===== src/rtl/dff_pipe.sv =====
// dff_pipe: DEPTH-stage enabled register pipeline with per-stage valid bits,
// synchronous flush, and a registered count of occupied stages.
module dff_pipe #(
  parameter int unsigned     WIDTH     = 8,
  parameter int unsigned     DEPTH     = 4,
  parameter logic [WIDTH-1:0] RESET_VAL = '0
) (
  input  logic                       clk,
  input  logic                       reset,
  input  logic                       en,
  input  logic                       flush,
  input  logic                       in_valid,
  input  logic [WIDTH-1:0]           in,
  output logic [WIDTH-1:0]           out,
  output logic                       out_valid,
  output logic [$clog2(DEPTH+1)-1:0] count
);

  localparam int unsigned CW = $clog2(DEPTH + 1);

  logic [WIDTH-1:0] d [DEPTH];
  logic [DEPTH-1:0] v;
  logic [CW-1:0]    count_q;
  logic [CW-1:0]    count_d;

  // Occupancy after an enabled shift: one entry may enter, the oldest may leave.
  always_comb begin
    count_d = count_q + CW'(in_valid) - CW'(v[DEPTH-1]);
  end

  // Data stages: reset loads RESET_VAL, flush leaves data untouched, en shifts.
  always_ff @(posedge clk) begin
    if (!reset) begin
      for (int k = 0; k < DEPTH; k++) begin
        d[k] <= RESET_VAL;
      end
    end else if (!flush && en) begin
      d[0] <= in;
      for (int k = 1; k < DEPTH; k++) begin
        d[k] <= d[k-1];
      end
    end
  end

  // Valid bits and occupancy count: reset and flush both empty the pipe.
  always_ff @(posedge clk) begin
    if (!reset || flush) begin
      v       <= '0;
      count_q <= '0;
    end else if (en) begin
      v[0] <= in_valid;
      for (int k = 1; k < DEPTH; k++) begin
        v[k] <= v[k-1];
      end
      count_q <= count_d;
    end
  end

  assign out       = d[DEPTH-1];
  assign out_valid = v[DEPTH-1];
  assign count     = count_q;

endmodule


===== config.mk =====
export PLATFORM = sky130hd
export DESIGN_NAME = dff_pipe
export DESIGN_NICKNAME = d
export VERILOG_FILES = /design/src/rtl/dff_pipe.sv
export SDC_FILE = /design/constraint.sdc
export NUM_CORES = 1
export LEC_CHECK = 0
export CORE_MARGIN = 2
export CORE_UTILIZATION = 45
export CTS_CLUSTER_SIZE = 28
export DETAILED_ROUTE_END_ITERATION = 8
export GPL_TIMING_DRIVEN = 0
export MAX_ROUTING_LAYER = met4
export PLACE_DENSITY = 0.77
export SLEW_MARGIN = 30
export SYNTH_ARGS = -nofsm -noshare
export SYNTH_HDL_FRONTEND = slang
export SYNTH_SLANG_ARGS = --single-unit

===== constraint.sdc =====
create_clock -name clk -period 3.72 [get_ports clk]
set_clock_uncertainty 0.1 [all_clocks]
set_input_delay 0.744 -clock clk [delete_from_list [all_inputs] [get_ports clk]]
set_output_delay 0.744 -clock clk [all_outputs]
set_load 0.02 [all_outputs]

==> impl_metrics.py, run 1 <==
metrics = {
    "critical_path": {
        "arrival_ns": 1.41,
        "cp_top_family": "buffers and inverters",
        "worst_ep_required_time_ns": 2.88,
        "crit_type": "reg2out",
        "start_kind": "flop",
        "slowest_delay_ns": 0.64,
        "path_depth": 1,
        "worst_setup_path_end_kind": "output pin",
        "r2r_start": "count[0]",
        "cp_num_buf_inv": 1,
        "cpMaxStageDelayCell": "clkdlybuf4s50_1",
        "path_max_fanout": 4,
        "reg2reg_setup_slack_ns": 1.68,
        "crit_start": "count[1]",
        "ff2ff_path_depth": 9,
        "worstPathCellList": "clkdlybuf4s50_1",
    },
    "floorplanning": {
        "core_um2": 3390,
        "initial_core_util_pct": 47.7,
        "die_width_um": 63.9,
        "die_area_um2": 4090,
        "die_height_um": 63.9,
        "rows": 21,
        "io_pins": 25,
    },
    "power": {
        "leakagePower_nw": 0.782,
        "max-vdd-ir-drop_mv": 0.206,
        "p_per_area_nw_per_um2": 392,
    },
    "placed_design": {
        "routabilityCongestion": 0.661,
        "dp_slack_ns": 1.15,
        "portBuffers": 23,
        "dp_hpwl_um": 1450,
    },
    "synth": {
        "yosysWarnings": 0,
        "synth_edf_count": 32,
        "ys_ff_latch": 39,
        "async_reset_ff_share_pct": 0,
        "yosysSeqAreaShare_pct": 68.1,
        "ys.flop_type": "edfxtp_1",
        "ys_types": 18,
        "synth_area_um2": 1620,
        "syn_avg_cell_area_um2": 14.6,
        "syn_inst": 111,
        "syn-num-nets": 127,
    },
    "clocking": {
        "clock_sinks": 39,
        "clkTransAtPathRegs_ns": 0.11,
        "clkLatencyLatePin_ns": 0.33,
        "cts_resized": 0,
        "cts_made_buffers": 5,
        "cts-htree-levels": 2,
        "root_buffer": "clkbuf_4",
        "post_cts_buffers": 0,
        "cts_tree": "built",
        "cts-hold-fix-buffers": 0,
        "clk_path_buf_depth": 2,
    },
    "timing": {
        "worst-slew-pin-transition_ns": 0.496,
        "rsz0062_at_grt": "false",
        "drv_slew": 0,
        "setup_viol": 0,
        "fin_crit_sh_pct": 60.5,
        "fmax_mhz": 445,
        "setup_ws_ns": 1.47,
        "layout_min_cycle_time_ns": 2.25,
        "timing_hold_violations_final": 0,
        "tns_ns": 0,
        "hold-worst-slack_ns": 0.412,
        "timing.slew.headroom_pct": 66.8,
    },
    "drt": {
        "firstDrtPassIters": 4,
        "via_per_inst": 4.41,
        "drtIter0Drc": 10,
        "drc": 0,
        "wl_per_cell_um": 10.6,
        "ant_nets": 0,
        "drt-total-wl_um": 2000,
        "vias": 834,
    },
    "global_route": {
        "grt_overflow_total": 0,
        "grt_usage_pct": 11.9,
        "grt_start_max_net_pins": 19,
        "grt_pass1_wl_um": 3510,
        "grt_pass1_vias": 819,
        "antenna_found_initial": 0,
    },
    "hold_path": {
        "worstHoldPathCells": 2,
        "min-delay-start": "v[0]",
        "min_path_type": "reg2reg",
    },
    "layout": {
        "multi_input_area_um2": 395,
        "seqCellArea_um2": 1100,
        "final_cell_mix": "and2_1 (32), edfxtp_1 (32), clkdlybuf4s50_1 (23)",
        "area_growth_pct": 22.5,
        "diodes": 0,
        "drive_gt1_share_pct": 16.8,
        "n_fill_cell": 272,
        "finalNetCount": 158,
    },
    "job": {
        "drv_cap": 0,
    },
    "status": {
        "status": "finished clean",
    },
}
-- power by group --
group / leakage, nW / internal (mW) / switching (mW)
logic: 0.357 / 0.0408 / 0.0340
clock network: 0.0293 / 0.0738 / 0.126
registers: 0.395 / 0.497 / 0.00535
-- synthesized netlist by cell type (2+ instances only) --
cell type | number | area share [%]
and2_1 | 32 | 12
inv_1 | 4 | 0.93
nor2_1 | 7 | 1.6
edfxtp_1 | 32 | 59
buf_4 | 8 | 3.7
mux2i_1 | 5 | 3.1
dfxtp_1 | 7 | 8.7
buf_6 | 4 | 2.8
a211oi_1 | 2 | 0.93
ha_1 | 2 | 1.5
-- final cells by class --
cell class	count	area share, %
plain buffers	13	5.56
clock buffers	7	2.27
clock inverters	1	0.253
inverters	5	1.07
multi-input cells	54	20.0
flip-flops and latches	39	55.6
well taps	46	2.91
repair buffers	24	12.4
-- kinds of logic (layout without fill, tap and decap cells) --
kind of cell / Yosys count / count (layout) / synth area share, %
flops: 39 / 39 / 68.1
simple gates: 41 / 41 / 15.6
xor+xnor: 1 / 1 / 0.542
compound gates: 4 / 4 / 1.78
buf+inv: 18 / 50 / 8.13
fa+ha+maj: 3 / 3 / 2.79
mux: 5 / 5 / 3.10
-- metal layers --
layer / wire, um / global-route usage (%)
met1: 803 / 11.4
met2: 1060 / 20.8
met3: 96 / 4.40
met4: 36 / 6.25
met5: 0 / -
-- registers in the layout, indices dropped and copies added, names as in the netlist --
signal  count
count       3
d          32
v           4
-- metrics by stage --
stage / util [%] / instances / cell area [um^2] / power, mW
after floorplan: - / 111 / 1620 / 0.554
after global placement: 56.2 / 180 / 1900 / 0.581
after detailed placement: 57.0 / 181 / 1930 / 0.588
after CTS: 58.4 / 189 / 1980 / 0.783
after global routing: 58.4 / 189 / 1980 / 0.816
final: 58.4 / 189 / 1980 / 0.777
-- worst paths after layout --
path / to
max: count[1]
max reg2reg: count[2]
min: v[0]
min reg2reg: v[0]
(Power assumes the default switching activity.)
==> run 2, diff against run 1 <==
--- a/config.mk
+++ b/config.mk
@@ -11,7 +11,7 @@
 export DETAILED_ROUTE_END_ITERATION = 8
 export GPL_TIMING_DRIVEN = 0
 export MAX_ROUTING_LAYER = met4
-export PLACE_DENSITY = 0.77
+export PLACE_DENSITY = 0.75
 export SLEW_MARGIN = 30
 export SYNTH_ARGS = -nofsm -noshare
 export SYNTH_HDL_FRONTEND = slang
==> constraint.sdc (replaced) <==
create_clock -name clk -period 2.3 [get_ports clk]
set_clock_uncertainty 0.1 [all_clocks]
set_input_delay 0.46 -clock clk [delete_from_list [all_inputs] [get_ports clk]]
set_output_delay 0.46 -clock clk [all_outputs]
set_load 0.02 [all_outputs]
==> impl_metrics.py, run 2 (same netlist as run 1, synthesis figures left out) <==
metrics = {
    "critical_path": {
        "cp_num_buf_inv": 3,
        "ff2ff_path_depth": 9,
        "reg2reg_setup_slack_ns": 0.31,
        "path_max_fanout": 3,
        "regToRegEndpoint": "count[2]",
        "crit_type": "reg2reg",
        "worst_ep_required_time_ns": 2.44,
        "cp_top_family": "adder cells",
        "cpMaxStageDelayCell": "dfxtp_1",
        "arrival_ns": 2.13,
        "r2r_start": "count[0]",
        "path_common_cell": "inv_1",
        "worstPathCellList": "inv_1, ha_1, inv_1, ha_1, inv_1, fa_1, xor2_1, a211oi_1, a31o_2",
        "slowest_delay_ns": 0.37,
        "worst_setup_path_end_kind": "flop",
        "start_kind": "flop",
    },
    "placed_design": {
        "place_area_um2": 1920,
        "portBuffers": 23,
        "routabilityCongestion": 0.680,
        "dp_hpwl_um": 1290,
    },
    "layout": {
        "area_growth_pct": 23.5,
        "largest_register": "d",
        "final_cell_mix": "and2_1 (32), edfxtp_1 (32), clkdlybuf4s50_1 (23)",
        "diodes": 0,
        "fin_area_um2": 2000,
        "fin_util_pct": 58.9,
        "largest_reg_flops": 32,
        "drive_gt1_share_pct": 17.5,
        "finalNetCount": 158,
    },
    "floorplanning": {
        "io_pins": 25,
        "initial_core_util_pct": 47.7,
        "rows": 21,
        "die_width_um": 63.9,
        "die_height_um": 63.9,
        "die_area_um2": 4090,
        "core_um2": 3390,
    },
    "timing": {
        "fmax_mhz": 502,
        "timing_hold_violations_final": 0,
        "layout_min_cycle_time_ns": 1.99,
        "fin_crit_sh_pct": 86.5,
        "setup_viol": 0,
        "drv_slew": 0,
        "worst-slew-pin-transition_ns": 0.435,
        "rsz0062_at_grt": "false",
        "timing.slew.headroom_pct": 70.9,
    },
    "power": {
        "pwr-share-seq_pct": 63.8,
        "clkPwrFrac_pct": 26.4,
        "combPwrFrac_pct": 9.7,
        "switching_share_pct": 22.1,
        "switching_power_uw": 281,
        "p_per_area_nw_per_um2": 636,
        "internal-power_uw": 990,
        "leakagePower_nw": 0.786,
        "max-vdd-ir-drop_mv": 0.437,
    },
    "clocking": {
        "clkLatencyLatePin_ns": 0.34,
        "cts_made_buffers": 5,
        "cts-htree-levels": 2,
        "cts-hold-fix-buffers": 0,
        "root_buffer": "clkbuf_4",
        "clkTransAtPathRegs_ns": 0.11,
        "cts_resized": 0,
        "clock_sinks": 39,
        "clk_path_buf_depth": 2,
        "post_cts_buffers": 0,
        "cts_tree": "built",
    },
    "global_route": {
        "antenna_found_initial": 0,
        "grt_pass1_wl_um": 3260,
        "grt_usage_pct": 11.2,
        "grt_overflow_total": 0,
        "globalRouteMet3Util_pct": 5.81,
        "busiest_layer": "met2",
        "grt_pass1_vias": 782,
        "use_met2_pct": 19.0,
        "grt_start_max_net_pins": 33,
        "grt_use_met1_pct": 10.5,
    },
    "drt": {
        "drt-total-wl_um": 1900,
        "vias": 819,
        "firstDrtPassIters": 3,
        "wl_per_cell_um": 10.0,
        "drtIter0Drc": 11,
        "ant_nets": 0,
        "drc": 0,
        "via_per_inst": 4.33,
    },
    "hold_path": {
        "min_path_type": "in2reg",
        "hold_end": "count[1]",
        "min-delay-start": "en",
        "worstHoldPathCells": 2,
    },
    "job": {
        "drv_cap": 0,
    },
    "status": {
        "status": "finished clean",
    },
}
[run 2: changes by cell type in the layout (fill, tap and decap cells not counted), sizes merged]
cell / delta
clkinvlp: +1
clkbuf: -1
[run 2: power groups by stage]
stage,Sequential (mW),Clock (mW),Combinational [mW]
6_report,0.811,0.336,0.124
3_3_place_gp,0.828,0,0.113
4_1_cts,0.813,0.343,0.118
5_1_grt,0.815,0.381,0.133
2_1_floorplan,0.829,0,0.0669
3_5_place_dp,0.829,0,0.118
[run 2: worst max-delay path by stage]
stage / slack (ns) / cells past startpoint / startpoint / to
after floorplan: 0.27 / 3 / en / d[0][0]
final: 0.31 / 9 / count[0] / count[2]
after global placement: -0.27 / 2 / flush / d[0][5]
after CTS: 0.29 / 9 / count[0] / count[2]
after global routing: 0.15 / 9 / count[0] / count[2]
after detailed placement: 0.04 / 2 / flush / d[0][5]
[run 2: per-stage QoR]
stage | hold slack, ns | worst slack, ns | total power, mW | instances | setup TNS, ns
2_1_floorplan | 0.360 | 0.274 | 0.895 | 111 | 0
3_3_place_gp | 0.376 | -0.275 | 0.940 | 180 | -8.76
3_5_place_dp | 0.396 | 0.0446 | 0.947 | 180 | 0
4_1_cts | 0.265 | 0.292 | 1.27 | 188 | 0
5_1_grt | 0.259 | 0.151 | 1.33 | 189 | 0
6_report | 0.274 | 0.310 | 1.27 | 189 | 0
[run 2: area by class of cell]
cell class | count | area (um^2)
Buffer | 13 | 110
Clock buffer | 6 | 41.3
Clock inverter | 2 | 12.5
Fill cell | 266 | 1390
Inverter | 5 | 21.3
Multi-Input combinational cell | 54 | 395
Sequential cell | 39 | 1100
Tap cell | 46 | 57.6
Timing Repair Buffer | 24 | 258
[run 2: layer usage]
layer	routed length (um)	up-vias	share of wire, %
li1	-	429	-
met1	779	363	41
met2	954	21	50
met3	121	6	6.4
met4	40	0	2.1
met5	0	-	0
==> run 3, diff against run 2 <==
--- a/config.mk
+++ b/config.mk
@@ -9,7 +9,6 @@
 export CORE_UTILIZATION = 45
 export CTS_CLUSTER_SIZE = 28
 export DETAILED_ROUTE_END_ITERATION = 8
-export GPL_TIMING_DRIVEN = 0
 export MAX_ROUTING_LAYER = met4
 export PLACE_DENSITY = 0.75
 export SLEW_MARGIN = 30
==> impl_metrics.py, run 3 (same netlist as run 1, synthesis figures left out) <==
metrics = {
    "power": {
        "pwr-share-seq_pct": 64.9,
        "finalPower_mw": 1.25,
        "p_per_area_nw_per_um2": 655,
        "clkPwrFrac_pct": 26.5,
        "max-vdd-ir-drop_mv": 0.322,
        "switching_share_pct": 21.9,
        "switching_power_uw": 274,
        "combPwrFrac_pct": 8.6,
        "leakagePower_nw": 0.731,
        "internal-power_uw": 977,
    },
    "critical_path": {
        "cp_top_family": "adder cells",
        "reg2reg_setup_slack_ns": 0.31,
        "worst_setup_path_end_kind": "flop",
        "slowest_delay_ns": 0.37,
        "path_max_fanout": 3,
        "worst_ep_required_time_ns": 2.44,
        "regToRegEndpoint": "count[2]",
        "start_kind": "flop",
        "arrival_ns": 2.13,
        "path_common_cell": "inv_1",
        "ff2ff_path_depth": 9,
        "r2r_start": "count[0]",
        "crit_start": "count[0]",
        "cp_num_buf_inv": 3,
        "crit_type": "reg2reg",
        "worstPathCellList": "inv_1, ha_1, inv_1, ha_1, inv_1, fa_1, xor2_1, a211oi_1, a31o_2",
        "cpMaxStageDelayCell": "dfxtp_1",
    },
    "layout": {
        "drive_gt1_share_pct": 10.5,
        "largest_reg_flops": 32,
        "seqCellArea_um2": 1100,
        "area_growth_pct": 18.1,
        "n_fill_cell": 276,
        "diodes": 0,
        "multi_input_area_um2": 388,
        "largest_register": "d",
        "fin_area_um2": 1910,
        "finalNetCount": 148,
        "final_cell_mix": "and2_1 (32), edfxtp_1 (32), clkdlybuf4s50_1 (24)",
    },
    "clocking": {
        "root_buffer": "clkbuf_4",
        "cts-hold-fix-buffers": 0,
        "cts_resized": 0,
        "cts_made_buffers": 5,
        "clkLatencyLatePin_ns": 0.34,
        "clkTransAtPathRegs_ns": 0.10,
        "post_cts_buffers": 0,
        "clock_sinks": 39,
        "cts_tree": "built",
        "clk_path_buf_depth": 2,
        "cts-htree-levels": 2,
    },
    "timing": {
        "timing.slew.headroom_pct": 79.7,
        "worst-slew-pin-transition_ns": 0.304,
        "tns_ns": 0,
        "hold-worst-slack_ns": 0.422,
        "rsz0062_at_grt": "false",
        "layout_min_cycle_time_ns": 1.99,
        "setup_viol": 0,
        "fmax_mhz": 503,
        "fin_crit_sh_pct": 86.4,
        "drv_slew": 0,
        "timing_hold_violations_final": 0,
    },
    "placed_design": {
        "place_area_um2": 1860,
        "routabilityCongestion": 0.664,
        "portBuffers": 24,
        "dp_hpwl_um": 1350,
    },
    "floorplanning": {
        "die_area_um2": 4090,
        "initial_core_util_pct": 47.7,
        "die_height_um": 63.9,
        "die_width_um": 63.9,
        "core_um2": 3390,
        "io_pins": 25,
        "rows": 21,
    },
    "hold_path": {
        "min-delay-start": "v[1]",
        "min_path_type": "reg2reg",
        "hold_end": "v[1]",
        "worstHoldPathCells": 2,
    },
    "drt": {
        "drt-total-wl_um": 1940,
        "drtIter0Drc": 15,
        "wl_per_cell_um": 10.8,
        "vias": 825,
        "ant_nets": 0,
        "drc": 0,
        "firstDrtPassIters": 3,
        "via_per_inst": 4.61,
    },
    "global_route": {
        "grt_pass1_wl_um": 3390,
        "grt_pass1_vias": 821,
        "grt_usage_pct": 11.5,
        "antenna_found_initial": 0,
        "grt_overflow_total": 0,
        "grt_start_max_net_pins": 33,
    },
    "job": {
        "drv_cap": 0,
    },
    "status": {
        "status": "finished clean",
    },
}
## run 3: changes by cell type in the layout (fill, tap and decap cells not counted), sizes merged
cell,previous run,this run
clkdlybuf4s50,23,24
buf,14,3
## run 3: final cells by class
cell class / count / area share [%]
sequential: 39 / 57.7
multi-input combinational: 54 / 20.3
timing repair buffer: 27 / 15.1
tap: 46 / 3.01
clock buffer: 6 / 2.16
inverter: 5 / 1.11
clock inverter: 2 / 0.655
## run 3: worst max path at each step
stage / endpoint / slack (ns) / depth (start not counted)
finish: count[2] / 0.31 / 9
global route: count[2] / 0.12 / 9
CTS: count[2] / 0.29 / 9
detailed placement: count[2] / 0.05 / 7
global placement: count[2] / 0.12 / 7
floorplan: d[0][0] / 0.27 / 3
## run 3: power by group through the flow
stage                     Combinational (mW)  Clock, mW  Sequential [mW]
after detailed placement               0.110          0            0.829
after global routing                   0.117      0.374            0.816
after floorplan                       0.0669          0            0.829
after global placement                 0.105          0            0.826
final                                  0.108      0.332            0.812
after CTS                              0.110      0.336            0.813
## run 3: worst register-to-register path, cell delays in order, from the launching register on
cell and delay [ns]:
dfxtp_1 0.37, inv_1 0.05, ha_1 0.26, inv_1 0.06
ha_1 0.13, inv_1 0.04, fa_1 0.37, xor2_1 0.20
a211oi_1 0.11, a31o_2 0.22
## run 3: routing by layer
layer | vias to the layer above | wire length [um] | GRT usage (%)
li1 | 405 | - | -
met1 | 394 | 748 | 11.2
met2 | 21 | 1040 | 20.1
met3 | 5 | 97 | 3.17
met4 | 0 | 52 | 7.34
met5 | - | 0 | -
## run 3: per-stage QoR
stage	setup WS [ns]	std cells	util, %
global route	0.117	179	56.3
global placement	0.125	171	54.7
floorplan	0.274	111	-
CTS	0.294	179	56.3
finish	0.312	179	56.3
detailed placement	0.0476	171	54.7
